[config.mk]
export PLATFORM = sky130hd
export DESIGN_NAME = activ_tile
export DESIGN_NICKNAME = d
export VERILOG_FILES = /design/src/rtl/tpu_pkg.sv /design/src/rtl/activ_lane.sv /design/src/rtl/activ_tile.sv
export SDC_FILE = /design/constraint.sdc
export NUM_CORES = 1
export LEC_CHECK = 0
export ABC_CLOCK_PERIOD_IN_PS = 7500
export CAP_MARGIN = 20
export CORE_UTILIZATION = 35
export CTS_CLUSTER_SIZE = 24
export DETAILED_ROUTE_END_ITERATION = 10
export GPL_TIMING_DRIVEN = 0
export PLACE_DENSITY = 0.65
export SYNTH_ARGS = -nofsm -noshare
export SYNTH_HDL_FRONTEND = slang
export SYNTH_SLANG_ARGS = --single-unit
export TNS_END_PERCENT = 5
[constraint.sdc]
create_clock -name clk -period 7.5 [get_ports clk]
set_input_delay 0.75 -clock clk [delete_from_list [all_inputs] [get_ports clk]]
set_output_delay 0.75 -clock clk [all_outputs]
set_load 0.02 [all_outputs]
[src/rtl/tpu_pkg.sv]
// TPU shared definitions.
// Lane geometry, element type and ReLU helper.
package tpu_pkg;

  localparam int LANES = 4;
  localparam int DW    = 8;
  localparam int BEATS = 4;
  localparam int WW    = DW * BEATS;
  localparam int TW    = WW * LANES;

  typedef logic [DW-1:0] byte_t;

  // Signed ReLU on one element: negatives clamp to zero.
  function automatic byte_t relu(byte_t x);
    return x[DW-1] ? '0 : x;
  endfunction

endpackage

[src/rtl/activ_lane.sv]
// One activation lane: ReLU, byte shift buffer,
// saturating beat counter and full flag.
module activ_lane
  import tpu_pkg::*;
(
  input  logic          clk,
  input  logic          rst,
  input  logic          clr,
  input  logic          dv,
  input  byte_t         din,
  output logic [WW-1:0] word_nxt,
  output logic          full_nxt
);

  logic [WW-1:0] fill;
  logic [2:0]    cnt;
  logic [2:0]    cnt_nxt;
  logic          full;
  logic          acc;

  assign full = (cnt == 3'(BEATS));
  assign acc  = dv && !full;

  // Next fill/count including a beat accepted this edge.
  always_comb begin
    word_nxt = fill;
    cnt_nxt  = cnt;
    if (acc) begin
      word_nxt = {fill[WW-DW-1:0], relu(din)};
      cnt_nxt  = cnt + 3'd1;
    end
  end

  assign full_nxt = (cnt_nxt == 3'(BEATS));

  // Buffer and counter; clr restarts counting for the next tile.
  always_ff @(posedge clk) begin
    if (rst) begin
      fill <= '0;
      cnt  <= '0;
    end else begin
      fill <= word_nxt;
      cnt  <= clr ? 3'd0 : cnt_nxt;
    end
  end

endmodule

[src/rtl/activ_tile.sv]
// Activation tile: four ReLU lanes gathered into
// a 128-bit tile with a one-cycle valid pulse.
module activ_tile
  import tpu_pkg::*;
(
  input  logic                clk,
  input  logic                rst,
  input  logic [LANES-1:0]    dv_acin,
  input  logic [LANES*DW-1:0] acin,
  output logic                dv_acout,
  output logic [TW-1:0]       acout
);

  logic [TW-1:0]    words;
  logic [LANES-1:0] full_nxt;
  logic             done;

  assign done = &full_nxt;

  for (genvar i = 0; i < LANES; i++) begin : g_lane
    activ_lane u_lane (
      .clk      (clk),
      .rst      (rst),
      .clr      (done),
      .dv       (dv_acin[i]),
      .din      (acin[DW*i +: DW]),
      .word_nxt (words[WW*i +: WW]),
      .full_nxt (full_nxt[i])
    );
  end

  // Capture the tile and pulse valid when every lane fills.
  always_ff @(posedge clk) begin
    if (rst) begin
      dv_acout <= 1'b0;
      acout    <= '0;
    end else begin
      dv_acout <= done;
      if (done) acout <= words;
    end
  end

endmodule

-- After elaboration in Yosys (flattened, before gate mapping)
Index checks and enable logic that the tools add are counted.
Widths: inputs -> output; s select.
- bits in registers: 269
- bits in latches: 0
- RAM bits: 0
- ROM bits: 0
- bits of input ports: 38
- output and inout port bits: 129
- word-level logic and storage cells: 44
- memories kept: 0
- add/sub/neg operators: 4
- multipliers: 0
- div/mod/pow operators: 0
- order comparisons: 0
- equality and inequality tests: 8
- shifts and indexed selects: 0
- multiplexer cells: 12
- bitwise logic cells: 0
- reduce and logical (&&, ||, !) cells: 10
- operators by type and width (kind ; number):
    $mux 32 ; 4
    $mux 7 ; 4
    $eq 3x3->1 const B ; 8
    $add 3x1->3 const B ; 4
    $mux 3 ; 4
    $logic_and 1x1->1 ; 4
    $logic_not 1->1 ; 4
    $reduce_and 4->1 ; 1
    $reduce_or 2->1 ; 1

-- Longest topological paths before layout
- depth after elaboration: 7
- mapped depth: 10
- gate-level depth less buffers: 7

-- Cells and area by module
Synthesis repeated with hierarchy kept, for this count alone.
- cell total of the unflattened synthesis: 1106
- area total of the unflattened synthesis: 11908.9 um^2
- modules (own cells, without submodules) (module ; instances ; cells each ; area each (um^2) ; sequential area each (um^2)):
    activ_tile ; 1 ; 558 ; 5788.1 ; 2582.5
    activ_lane (g_lane[0].u_lane ...) ; 3 ; 137 ; 1536.5 ; 700.7
    activ_lane (g_lane[3].u_lane) ; 1 ; 137 ; 1511.4 ; 700.7

-- Least setup slack after synthesis
Ideal clock, no wire load.
- path kind: input -> register
- from: in dv_acin[1]
- to: reg acout[66]
- setup time: 0.123 ns
- arrival: 2.517 ns
- required time: 7.377 ns
- path slack: 4.859 ns
- stages: 7
- buffers on the path: 2
- path through: nand2_1 > mux2i_1 > or4_1 > nor4_4 > buf_2 > buf_2 > mux2_1
- longest elaborated chain between the ends: 4
- RTL lines (element ; line ; text):
    from (decl) ; activ_tile.sv:8 ; input logic [LANES-1:0] dv_acin,
    $logic_and 1x1->1 ; activ_lane.sv:22 ; assign acc = dv && !full;
    $mux 3 ; activ_lane.sv:28 ; if (acc) begin
    $eq 3x3->1 ; activ_lane.sv:34 ; assign full_nxt = (cnt_nxt == 3'(BEATS));
    $reduce_and 4->1 ; activ_tile.sv:18 ; assign done = &full_nxt;
    to (signal assigned) ; activ_tile.sv:39 ; if (done) acout <= words;
    to (decl) ; activ_tile.sv:11 ; output logic [TW-1:0] acout
No other way between the ends.
A chain may end at the register's enable or synchronous reset.

-- Worst setup path after layout
- from: in dv_acin[1]
- to: reg acout[67]
Same word-level chain as after synthesis.

==> impl_results.md <==
* Fillers at around 2,800
* CP Cell Sequence: clkdlybuf4s50_1 -> a21boi_1 -> a31oi_1 -> nor4_4 -> buf_2 -> buf_2 -> mux2_1
* Sequential power share at a little under half
* Post-Syn Area at just over 10,000 µm²
* Post-Syn Instances at about 1,000
* Slowest-stage cell, CP: nor4_4
* Fmax at 0.2831 GHz
* Endpoints failing setup at 0
* Sink Count at roughly 270
* Busiest layer in global routing: met2
* Gates resized, CTS repair at 0
* Hold slack at 458.3 ps
* Initial Util at 35.95%
* Netlist cell types at 26
* Buf+Inv Stages, Crit Path at 3
* Wire per inst at around 15 µm
* P_int at 2.375 mW
* Min-Delay Endpoint: g_lane[1].u_lane.fill[25]
* Met3 Use GR at 3.502%
* Clock slew at reported path FFs at approximately 60 ps
* Die Ht at 171.9 µm
* CP Max Fanout at 10
* Syn nets at 1,095
* GRT met1 Usage at a little over a fifth
* Final worst path period share at 47.10%
* Num rows at 61
* Fin Setup TNS at 0 ps
* Outcome: finished clean
* Power share of the clock group at between 40% and 50%
* IO Count at 167
* Vias in the first global route at 7,593
* Cell count after placement at 1,592
* Slew headroom at a little under half
* CTS tree: yes
* Seq/Total Area, Yosys at ~53%
* Worst-Margin Slew at just under 800 ps
* Worst Path Required at approximately 8000 ps
* Initial DRC Count at 328
* Worst-Skew Late Latency at around 540 ps
* Arrival time at the worst endpoint at 3960 ps
* Sw Share at between 20% and 30%
* Crit-path most repeated cell: buf_2
* Fin. Hold Viols at 0
* Post-CTS Hold Fix Bufs at 0
* Largest stage delay on the critical path at just over 700 ps
* Pwr Total at around 3 mW
* CTS H-tree lvls at 1
* Hold Path Stages at 2
* Layout Area Growth over Synthesis at 30.90%
* RSZ-0062 raised after global routing: false
* Crit end category: flip-flop
* Clock Tree Buf Depth at 3
* Reg2reg path depth at 8
* Worst r2r dst: acout[67]
* Peak supply drop at ~0.14 mV
* Share of post-route cells with drive strength above 1 at about an eighth
* Pin count of the biggest net entering global routing at 14
* Max_cap viols at 0
* Post-CTS Repair Setup Buffers at 0
* Crit path kind: primary input to flip-flop
* GPL Wtd Cong at 0.7888
* Initial antenna violation count at 1
* Post-DP HPWL at roughly 17 mm
* Post-Layout Cell Count at between 1,500 and 2,000
* Die Width at approximately 170 µm
* Final Net Count at ~1,300
* PortBufs at 165
* DRC viols at 0
* ANT cells at 0
* First-pass detailed-route iteration total at 4
* Grt ovf at 0
* Final min period at 3532 ps
* Synth warnings at 0
* HP Start: g_lane[1].u_lane.fill[25]
* Die area at 29,540 µm²
* Util after Layout at between 40% and 50%
* Final Max Slew Viols at 0
* First-pass GRT wire length at 39.09 mm
* R2r setup slk at roughly 4000 ps
* Synthesized area per cell at slightly below 10 µm²
* Gate power share at 4.1%
* Crit start category: primary input
* Gr usage total at 16.54%
* Via count at between 7,000 and 8,000
* Number of CTS-inserted buffers at 29
* Net Sw Power at 0.6783 mW
* Register bit total from synthesis at 269
* Core Area at 28,090 µm²
* Clock Skew at 6.709 ps
* Hold Crit Class: flip-flop to flip-flop
* Final WL at around 25 mm
* Delay-heaviest family, CP: buffers and inverters
* Leak at 4.911 nW
* Via density at between 4 and 5
* Post-DRT Antenna Nets at 0
* Pwr Density at around 230 nW/µm²
* Root Buffer: clkbuf_16
* Met2 Use GR at between 20% and 30%
* Launch point of the worst reg-to-reg path: g_lane[1].u_lane.cnt[0]
[power groups by stage]
stage | Combinational, mW | Clock, mW | Sequential [mW]
3_5_place_dp | 0.127 | 0 | 1.48
4_1_cts | 0.128 | 1.51 | 1.45
2_1_floorplan | 0.0747 | 0 | 1.48
3_3_place_gp | 0.126 | 0 | 1.48
5_1_grt | 0.141 | 1.58 | 1.45
6_report | 0.125 | 1.47 | 1.45
[cell usage after synthesis, drive strengths merged]
cell / number / area (µm²)
nand3b: 28 / 210.2
mux2: 128 / 1441
dfxtp: 269 / 5385
nor3b: 4 / 30.03
nor2: 1 / 3.750
a31oi: 1 / 6.260
nand2b: 4 / 25.02
inv: 9 / 33.78
mux2i: 4 / 40.04
clkbuf: 50 / 187.7
a21boi: 4 / 30.03
nor2b: 129 / 807.0
or4: 1 / 7.510
nor4: 1 / 21.27
ha: 8 / 100.1
nor3: 12 / 60.06
o22ai: 1 / 6.260
buf: 21 / 106.4
a21bo: 3 / 30.03
xnor2: 2 / 17.52
a21oi: 131 / 655.6
nand2: 238 / 893.4
[sequential cells by signal (all words and copies together) (netlist names)]
name and count:
g_lane.u_lane.cnt 12, g_lane.u_lane.fill 128, acout 128, dv_acout 1
[layout make-up]
cell class,count,area (µm²),area share (%)
buffer,71,294.0,2.224
multi-input combinational,700,4385,33.18
clock buffer,39,843.3,6.380
timing repair buffer,165,1652,12.49
inverter,9,33.78,0.2556
sequential,269,5385,40.74
clock inverter,14,152.6,1.155
tap,378,473.0,3.578
[metal layers]
layer	up-vias	wire length, µm
met5	-	0
met4	0	442
met3	32	1404
met2	152	11290
met1	3572	11410
li1	3858	-
[cell usage in the layout (no fill, tap or decap), drive strengths merged, types with 8 or more instances in the layout]
cell,count
nor2b,129
mux2,128
buf,21
nand2,238
nor3,12
inv,9
clkinv,8
nand3b,28
ha,8
a21oi,131
clkdlybuf4s50,165
dfxtp,269
clkbuf,89
[logic make-up (layout without fill, tap and decap cells)]
logic type / count (synthesis) / count (layout) / synth area share (%)
muxes: 132 / 132 / 14.67
adders and majority gates: 8 / 8 / 0.9912
DFF: 269 / 269 / 53.33
xor gates and xnor gates: 2 / 2 / 0.1735
buffers and inverters: 80 / 298 / 3.246
AOI/OAI and AO/OA: 140 / 140 / 7.211
and+or+nand+nor: 418 / 418 / 20.38
[worst max path at each step]
stage,depth (start not counted),slack [ps],end,from
global placement,7,3390,acout[68],dv_acin[1]
detailed placement,7,3360,acout[67],dv_acin[1]
CTS,7,3920,acout[67],dv_acin[1]
floorplan,7,4860,acout[66],dv_acin[1]
finish,7,3970,acout[67],dv_acin[1]
global route,8,3710,acout[67],g_lane[1].u_lane.cnt[0]
[through the flow]
| stage | cell area, µm² | setup slack (ps) |
|---|---|---|
| floorplan | 10100 | 4859 |
| global placement | 12220 | 3390 |
| detailed placement | 12220 | 3359 |
| CTS | 13220 | 3918 |
| global route | 13220 | 3715 |
| finish | 13220 | 3968 |
[worst reg2reg max path, delay by kind of cell, from the launching register on]
kind                     cells  cell delay (ps)
multiplexers                 1              350
flip-flops                   1              390
AO/OA/AOI/OAI                2              900
AND/OR/NAND/NOR              1              720
buffers and inverters        3              800
adder cells (fa/ha/maj)      1              230
Note: power is estimated with default switching activity, not from simulation.
